===== config.mk =====
export PLATFORM = sky130hd
export DESIGN_NAME = pc_gen_btb
export DESIGN_NICKNAME = d
export VERILOG_FILES = /design/src/rtl/pc_gen_btb.sv
export SDC_FILE = /design/constraint.sdc
export NUM_CORES = 1
export LEC_CHECK = 0
export CAP_MARGIN = 20
export CORE_MARGIN = 4
export CORE_UTILIZATION = 55
export CTS_BUF_LIST = sky130_fd_sc_hd__clkbuf_8
export CTS_CLUSTER_DIAMETER = 120
export DETAILED_ROUTE_END_ITERATION = 6
export GPL_TIMING_DRIVEN = 0
export PLACE_DENSITY = 0.72
export SKIP_CTS_REPAIR_TIMING = 1
export SLEW_MARGIN = 20
export SYNTH_ARGS = -nofsm -noshare
export SYNTH_HDL_FRONTEND = slang
export SYNTH_SLANG_ARGS = --single-unit

===== constraint.sdc =====
create_clock -name clk -period 6.7 [get_ports clk]
set_input_delay 1.005 -clock clk [delete_from_list [all_inputs] [get_ports clk]]
set_output_delay 1.005 -clock clk [all_outputs]
set_load 0.005 [all_outputs]

===== src/rtl/pc_gen_btb.sv =====
// Fetch PC generator with a direct-mapped branch target buffer and 2-bit counters.
// BTB is trained by branches resolved in EX/MEM; the resolve port also redirects fetch on a mispredict.
module pc_gen_btb #(
    parameter int              PC_W         = 32,
    parameter int              BTB_DEPTH    = 16,
    parameter logic [PC_W-1:0] RESET_VECTOR = '0
) (
    input  logic            clk,
    input  logic            reset,
    input  logic            pcwrite,
    input  logic            jump,
    input  logic [31:0]     instr_code,
    input  logic            resolve_valid,
    input  logic [PC_W-1:0] resolve_pc,
    input  logic            resolve_taken,
    input  logic [PC_W-1:0] resolve_target,
    input  logic            resolve_pred_taken,
    output logic [PC_W-1:0] PC,
    output logic            pred_taken,
    output logic            mispredict
);

    localparam int IDX_W = $clog2(BTB_DEPTH);
    localparam int TAG_W = PC_W - 2 - IDX_W;

    logic [PC_W-1:0]  r_pc;
    logic [BTB_DEPTH-1:0] r_valid;
    logic [1:0]       r_ctr    [BTB_DEPTH];
    logic [TAG_W-1:0] r_tag    [BTB_DEPTH];
    logic [PC_W-1:0]  r_target [BTB_DEPTH];

    logic [IDX_W-1:0] w_idx;
    logic [TAG_W-1:0] w_tag;
    logic             w_hit;
    logic [IDX_W-1:0] w_ridx;
    logic [TAG_W-1:0] w_rtag;
    logic             w_rhit;
    logic [PC_W-1:0]  w_jump_pc;
    logic [PC_W-1:0]  w_next_pc;
    logic             w_unused;

    // Fetch-side lookup reads the array as it stood before this edge's update.
    assign w_idx  = r_pc[2+IDX_W-1:2];
    assign w_tag  = r_pc[PC_W-1:2+IDX_W];
    assign w_hit  = r_valid[w_idx] && (r_tag[w_idx] == w_tag);

    assign w_ridx = resolve_pc[2+IDX_W-1:2];
    assign w_rtag = resolve_pc[PC_W-1:2+IDX_W];
    assign w_rhit = r_valid[w_ridx] && (r_tag[w_ridx] == w_rtag);

    assign w_jump_pc  = PC_W'({instr_code[25:0], 2'b00});
    assign w_unused   = ^instr_code[31:26];

    assign pred_taken = w_hit && r_ctr[w_idx][1];
    assign mispredict = resolve_valid && (resolve_taken ^ resolve_pred_taken);
    assign PC         = r_pc;

    always_comb begin
        // NOTE: default assigned first so every path drives w_next_pc and no latch is inferred.
        w_next_pc = r_pc + PC_W'(4);
        if (mispredict)
            w_next_pc = resolve_taken ? resolve_target : resolve_pc + PC_W'(4);
        else if (!pcwrite)
            w_next_pc = r_pc;
        else if (jump)
            w_next_pc = w_jump_pc;
        else if (pred_taken)
            w_next_pc = r_target[w_idx];
    end

    always_ff @(posedge clk) begin
        // NOTE: non-blocking assignments so every register samples pre-edge values.
        if (reset)
            r_pc <= RESET_VECTOR;
        else
            r_pc <= w_next_pc;
    end

    always_ff @(posedge clk) begin
        if (reset) begin
            r_valid <= '0;
            for (int i = 0; i < BTB_DEPTH; i++)
                r_ctr[i] <= 2'b01;
        end else if (resolve_valid) begin
            if (w_rhit) begin
                if (resolve_taken && r_ctr[w_ridx] != 2'b11)
                    r_ctr[w_ridx] <= r_ctr[w_ridx] + 2'd1;
                else if (!resolve_taken && r_ctr[w_ridx] != 2'b00)
                    r_ctr[w_ridx] <= r_ctr[w_ridx] - 2'd1;
            end else if (resolve_taken) begin
                r_valid[w_ridx] <= 1'b1;
                r_ctr[w_ridx]   <= 2'b10;
            end
        end
    end

    // NOTE: tag/target storage is left unreset; valid gates every use of it.
    always_ff @(posedge clk) begin
        if (!reset && resolve_valid && resolve_taken) begin
            r_tag[w_ridx]    <= w_rtag;
            r_target[w_ridx] <= resolve_target;
        end
    end

endmodule


# After elaboration in Yosys (flattened, before gate mapping)
# Memory sizes are Yosys's and may differ from the RTL's. A register that Yosys moved wholly into a read port is not among the register bits.
# Cells that the tools add are included.
dict set report word_totals {
  mem_bits_rw 960
  inputBits 103
  n_memories 3
  word_cells 77
  ff_bits 48
  out_inout_bits 34
}
dict set report classes {
  n_reduce_logical 15
  order_cmp 3
  eq_ne 3
  bitwise_logic 5
  mux 42
  addsub 4
}
# name depth word_bits read_ports rd_clocked_by_memory_dff write_ports line_no
set memory_table {}
lappend memory_table {r_target 16 32 1 1 1 30} ;# logic [PC_W-1:0] r_target [BTB_DEPTH];
lappend memory_table {r_tag 16 26 2 1 1 29} ;# logic [TAG_W-1:0] r_tag [BTB_DEPTH];
lappend memory_table {r_ctr 16 2 2 1 16 28} ;# logic [1:0] r_ctr [BTB_DEPTH];
# op n
set op_table {}
lappend op_table {{$mux W32} 5}
lappend op_table {{$add A32 B3 Y32 const B} 2}
lappend op_table {{$eq A26 B26 Y1} 2}
lappend op_table {{$mux W4} 7}
lappend op_table {{$mux W1} 24}
lappend op_table {{$or A16 B16 Y16} 1}
lappend op_table {{$lt A4 B5 Y1 const B} 2}
lappend op_table {{$logic_and A1 B1 Y1} 9}
lappend op_table {{$bmux W1 S4} 2}
lappend op_table {{$mux W2} 3}
lappend op_table {{$demux W1 S4} 1}
lappend op_table {{$ge A4 B1 Y1 const B} 1}
lappend op_table {{$reduce_bool A2 Y1} 2}
lappend op_table {{$reduce_and A3 Y1} 1}
lappend op_table {{$add A2 B1 Y2 const B} 1}
lappend op_table {{$logic_not A1 Y1} 2}
lappend op_table {{$ne A2 B2 Y1 const B} 1}
lappend op_table {{$or A1 B1 Y1} 2}
lappend op_table {{$reduce_or A2 Y1} 1}
lappend op_table {{$sub A2 B1 Y2 const B} 1}
lappend op_table {{$not A1 Y1} 1}
lappend op_table {{$xor A1 B1 Y1} 1}

# Logic depth before layout (Yosys ltp)
# An unclocked memory read counts as a cell.
dict set report logic_depth {
  ltp_word 13
  depth_mapped 18
  mapped_depth_nobuf 11
}

# Worst setup path before layout
# OpenSTA, ideal clock, no wires.
dict set report synth_timing {
  path_type {input port to flip-flop}
  from {input resolve_pc[5]}
  to {memory r_tag[11][0] in the netlist's numbering, enable pin}
  arrival_time_ns 5.061
  t_required_ns 6.226
  stages 7
  setup_time_ns 0.474
  path_buffers 3
  path_slack_ns 1.165
  path_cell_list {clkbuf_1 clkbuf_1 inv_1 nor2_1 clkbuf_1 nand2_1 nor2_1}
}
# element line_no
set synth_lines {}
lappend synth_lines {{start, declared} 14} ;# input logic [PC_W-1:0] resolve_pc,
lappend synth_lines {{end, declared} 29}
# No word-level cell before the write port.

==> impl_results.rst <==
.. list-table::
   :header-rows: 1

   * - Metric
     - Value
   * - CP most frequent cell
     - sky130_fd_sc_hd__buf_2
   * - Multi-input logic area
     - 0.01475 mm²
   * - RD Place Congestion
     - 0.9875
   * - Width of the die
     - 295.5 µm
   * - Sequential share of power
     - 50.9%
   * - Placed Instances
     - 3,723
   * - Total routing usage reported by global routing
     - 33.74%
   * - Total CTS buffers
     - 164
   * - Post-Place Setup Slack
     - -0.7341 ns
   * - Proportion of total power due to net switching
     - 25.92%
   * - Number of non-filler instances in the completed layout
     - 4,017
   * - Layout Nets
     - 2,927
   * - Register-to-register setup slack
     - 1.09 ns
   * - Global-route wire length before repair
     - 206,200 µm
   * - Worst hold path type
     - reg -> reg
   * - Wire length after detailed routing
     - 145,600 µm
   * - Number of clock sinks
     - 1,012
   * - Total grt overflow
     - 0
   * - Setup tns final
     - 0 ns
   * - Clk Latency, worst-skew pair
     - 0.86 ns
   * - Dominant register cell in the synthesized netlist
     - sky130_fd_sc_hd__edfxtp_1
   * - Crit path largest cell delay
     - 0.52 ns
   * - Hold Violations, Final
     - 0
   * - Number of global-route vias before repair
     - 28,100
   * - Maximum level of the CTS H-tree
     - 4
   * - Vias per inst
     - 7.059
   * - Total core area
     - 0.08198 mm²
   * - Post-synthesis sequential area ratio
     - 65.71%
   * - Combinational Power Share
     - 12.4%
   * - Floorplan die height
     - 295.5 µm
   * - Sequential cell area
     - 0.02987 mm²
   * - Outcome
     - finished clean
   * - Hold slack
     - 0.4963 ns
   * - Critical path capture point type
     - output pin
   * - Arr. time, crit path
     - 5.66 ns
   * - Period utilisation layout
     - 99.50%
   * - Number of buffer and inverter instances along the worst setup path
     - 9
   * - Max-cap violations
     - 0
   * - Count leader, synth
     - sky130_fd_sc_hd__edfxtp_1
   * - Share of synthesized flip-flops with an asynchronous set or reset
     - 0%
   * - Antenna-violating nets left
     - 0
   * - Gate count of the mapped netlist
     - 2,459
   * - Internal power summed over all cells
     - 10.30 mW
   * - Setup slack after layout
     - 0.03336 ns
   * - CTS tree
     - yes
   * - Pin count of the biggest net entering global routing
     - 24
   * - Effective utilization at floorplan
     - 55.45%
   * - Worst Path Class, Setup
     - reg -> out
   * - Family with the most delay on the worst path
     - buffers and inverters
   * - Mapped Nets
     - 2,567
   * - Pwr Total
     - 13.90 mW
   * - Count of flip-flops with a built-in enable after synthesis
     - 960
   * - Critical path's slowest cell
     - sky130_fd_sc_hd__clkdlybuf4s50_1
   * - Number of synthesized register bits
     - 1,012
   * - Number of distinct library cells after synthesis
     - 80
   * - Clock power frac
     - 36.7%
   * - Cell at the root of the clock tree
     - sky130_fd_sc_hd__clkbuf_8
   * - Wire per inst
     - 36.23 µm
   * - Via count
     - 28,360
   * - Fmax
     - 150.0 MHz
   * - Worst slew margin relative to its limit
     - 25.75%
   * - HPWL after detailed placement
     - 102,600 µm
   * - Proportion of netlist area held by the largest area contributor
     - 63.42%
   * - Power spent charging and discharging nets
     - 3.603 mW
   * - Port Buf Inserts
     - 128
   * - Remaining design rule violation count
     - 0
   * - Initial antenna violation count
     - 6
   * - Area added between synthesis and finish
     - 16.44%
   * - Min Clock Period, post-route
     - 6.667 ns
   * - Top cells by area, synth
     - sky130_fd_sc_hd__edfxtp_1, sky130_fd_sc_hd__mux4_2, sky130_fd_sc_hd__dfxtp_1
   * - Critical path peak fanout
     - 10
   * - Required time reported for the critical path endpoint
     - 5.69 ns
   * - Cell Rows
     - 105
   * - Power Dens Cells
     - 262.7 mW/mm²
   * - Library cell with the largest summed area after synthesis
     - sky130_fd_sc_hd__edfxtp_1
   * - Number of placed I/O pins
     - 137
   * - Nature of the critical path startpoint
     - register
   * - Clock slew at reported path FFs
     - 0.06 ns
   * - Largest buffer count on any clock path
     - 3
   * - Share of cells above drive strength 1
     - 26.84%
   * - Die Outline Area
     - 0.08731 mm²
   * - Post-synthesis average cell area
     - 18.49 µm²
   * - Setup repair after global routing missed its margin
     - no
   * - Final number of max-transition violations
     - 0
   * - Worst-path cell chain
     - buf_2 -> clkbuf_4 -> clkbuf_4 -> buf_2 -> clkbuf_2 -> buf_2 -> nand3_1 -> o311a_1 -> o21bai_1 -> nor4_1 -> nand4_1 -> buf_4 -> inv_1 -> clkdlybuf4s50_1
   * - Leakage Power
     - 16.87 nW
   * - Yosys Warn Count
     - 0
   * - Max Clock Skew
     - 0.05358 ns
   * - Number of iterations in the first detailed-routing pass
     - 6
   * - # setup viols final
     - 0
   * - Worst VDD drop
     - 237.9 µV
   * - Cell area after synthesis
     - 0.04545 mm²
   * - Number of filler cells placed in the layout
     - 5,583
   * - Least-Margin Pin Slew
     - 1.114 ns
   * - Drt initial violations
     - 4,765
   * - Most used standard cells in the synthesized netlist
     - sky130_fd_sc_hd__edfxtp_1, sky130_fd_sc_hd__mux4_2, sky130_fd_sc_hd__nand2_1, sky130_fd_sc_hd__nor2_1, sky130_fd_sc_hd__clkbuf_1
## power by group through the flow
stage                     Sequential (mW)  Combinational, mW  Clock, mW
after detailed placement             7.19               1.69          0
after global placement               7.20               1.65          0
after global routing                 7.07               1.79       5.48
final                                7.07               1.73       5.10
after CTS                            7.06               1.70       5.15
after floorplan                      7.16              0.997          0
## layout by cell type, fill, tap and decap left out, types with 16 or more instances in the layout
master,n
sky130_fd_sc_hd__xor2_1,34
sky130_fd_sc_hd__edfxtp_1,960
sky130_fd_sc_hd__and3_1,17
sky130_fd_sc_hd__clkinv_2,19
sky130_fd_sc_hd__clkinv_1,43
sky130_fd_sc_hd__buf_16,39
sky130_fd_sc_hd__nand4_1,23
sky130_fd_sc_hd__a22oi_1,17
sky130_fd_sc_hd__or3_1,16
sky130_fd_sc_hd__nor3_1,24
sky130_fd_sc_hd__clkdlybuf4s50_1,128
sky130_fd_sc_hd__a21oi_1,49
sky130_fd_sc_hd__nand3_1,68
sky130_fd_sc_hd__inv_1,68
sky130_fd_sc_hd__nand2_1,114
sky130_fd_sc_hd__nor2_1,78
sky130_fd_sc_hd__o21ai_0,60
sky130_fd_sc_hd__nor2_4,16
sky130_fd_sc_hd__xnor2_1,67
sky130_fd_sc_hd__mux2i_1,55
sky130_fd_sc_hd__buf_2,40
sky130_fd_sc_hd__buf_12,29
sky130_fd_sc_hd__dfxtp_1,51
sky130_fd_sc_hd__clkbuf_1,84
sky130_fd_sc_hd__clkbuf_8,165
sky130_fd_sc_hd__mux4_2,395
## registers in the layout (all words and copies together), names as in the netlist, named ones only
| register | cells |
|---|---|
| r_ctr | 32 |
| r_tag | 416 |
| PC | 32 |
| r_valid | 16 |
| r_target | 512 |
## area by class of cell
cell class	count	share of cell area (%)
well taps	1070	2.529
plain buffers	174	1.686
inverters	31	0.2199
flip-flops and latches	1012	56.44
repair buffers	194	5.461
diodes	4	0.01891
multi-input cells	1242	27.88
clock buffers	165	4.291
clock inverters	125	1.482
## stage by stage
step,util [%],cell area (µm²)
6_report,64.56,52930
5_1_grt,64.56,52920
4_1_cts,64.49,52870
3_5_place_dp,60.76,49810
3_3_place_gp,58.64,48070
2_1_floorplan,-,45450
## path summary, 6_finish.rpt
| check | end | startpoint | cells past startpoint |
|---|---|---|---|
| setup / recovery | pred_taken | register | 14 |
| hold / removal | r_valid[7] | r_valid[7] | 1 |
| setup reg to reg | PC[30] | register | 13 |
| hold reg to reg | r_valid[7] | r_valid[7] | 1 |
## worst register-to-register path: cells and delay by family (launching register included)
family	cells	cell delay (ns)
AO/OA/AOI/OAI	1	0.24
buffers and inverters	8	3.77
flip-flops	1	0.36
multiplexers	3	1.06
AND/OR/NAND/NOR	1	0.07
## logic make-up after synthesis
group                    Yosys count  share of synthesized area [%]
AO/OA/AOI/OAI                    226                          3.322
XOR/XNOR                         101                          1.946
adder cells (fa/ha/maj)            5                         0.1376
buffers and inverters            205                          2.100
flip-flops                      1012                          65.71
multiplexers                     477                          21.97
AND/OR/NAND/NOR                  433                          4.812
## metal layers
metal  GRT usage, %  up-vias  part of all wire, %
met1          47.63    14740                   37
met3          8.909      361                   13
met2          51.62     2259                   46
met5              0        -               0.0089
met4          12.51        2                  4.0
li1               -    10990                    -
Power figures use the tool's default switching activity.
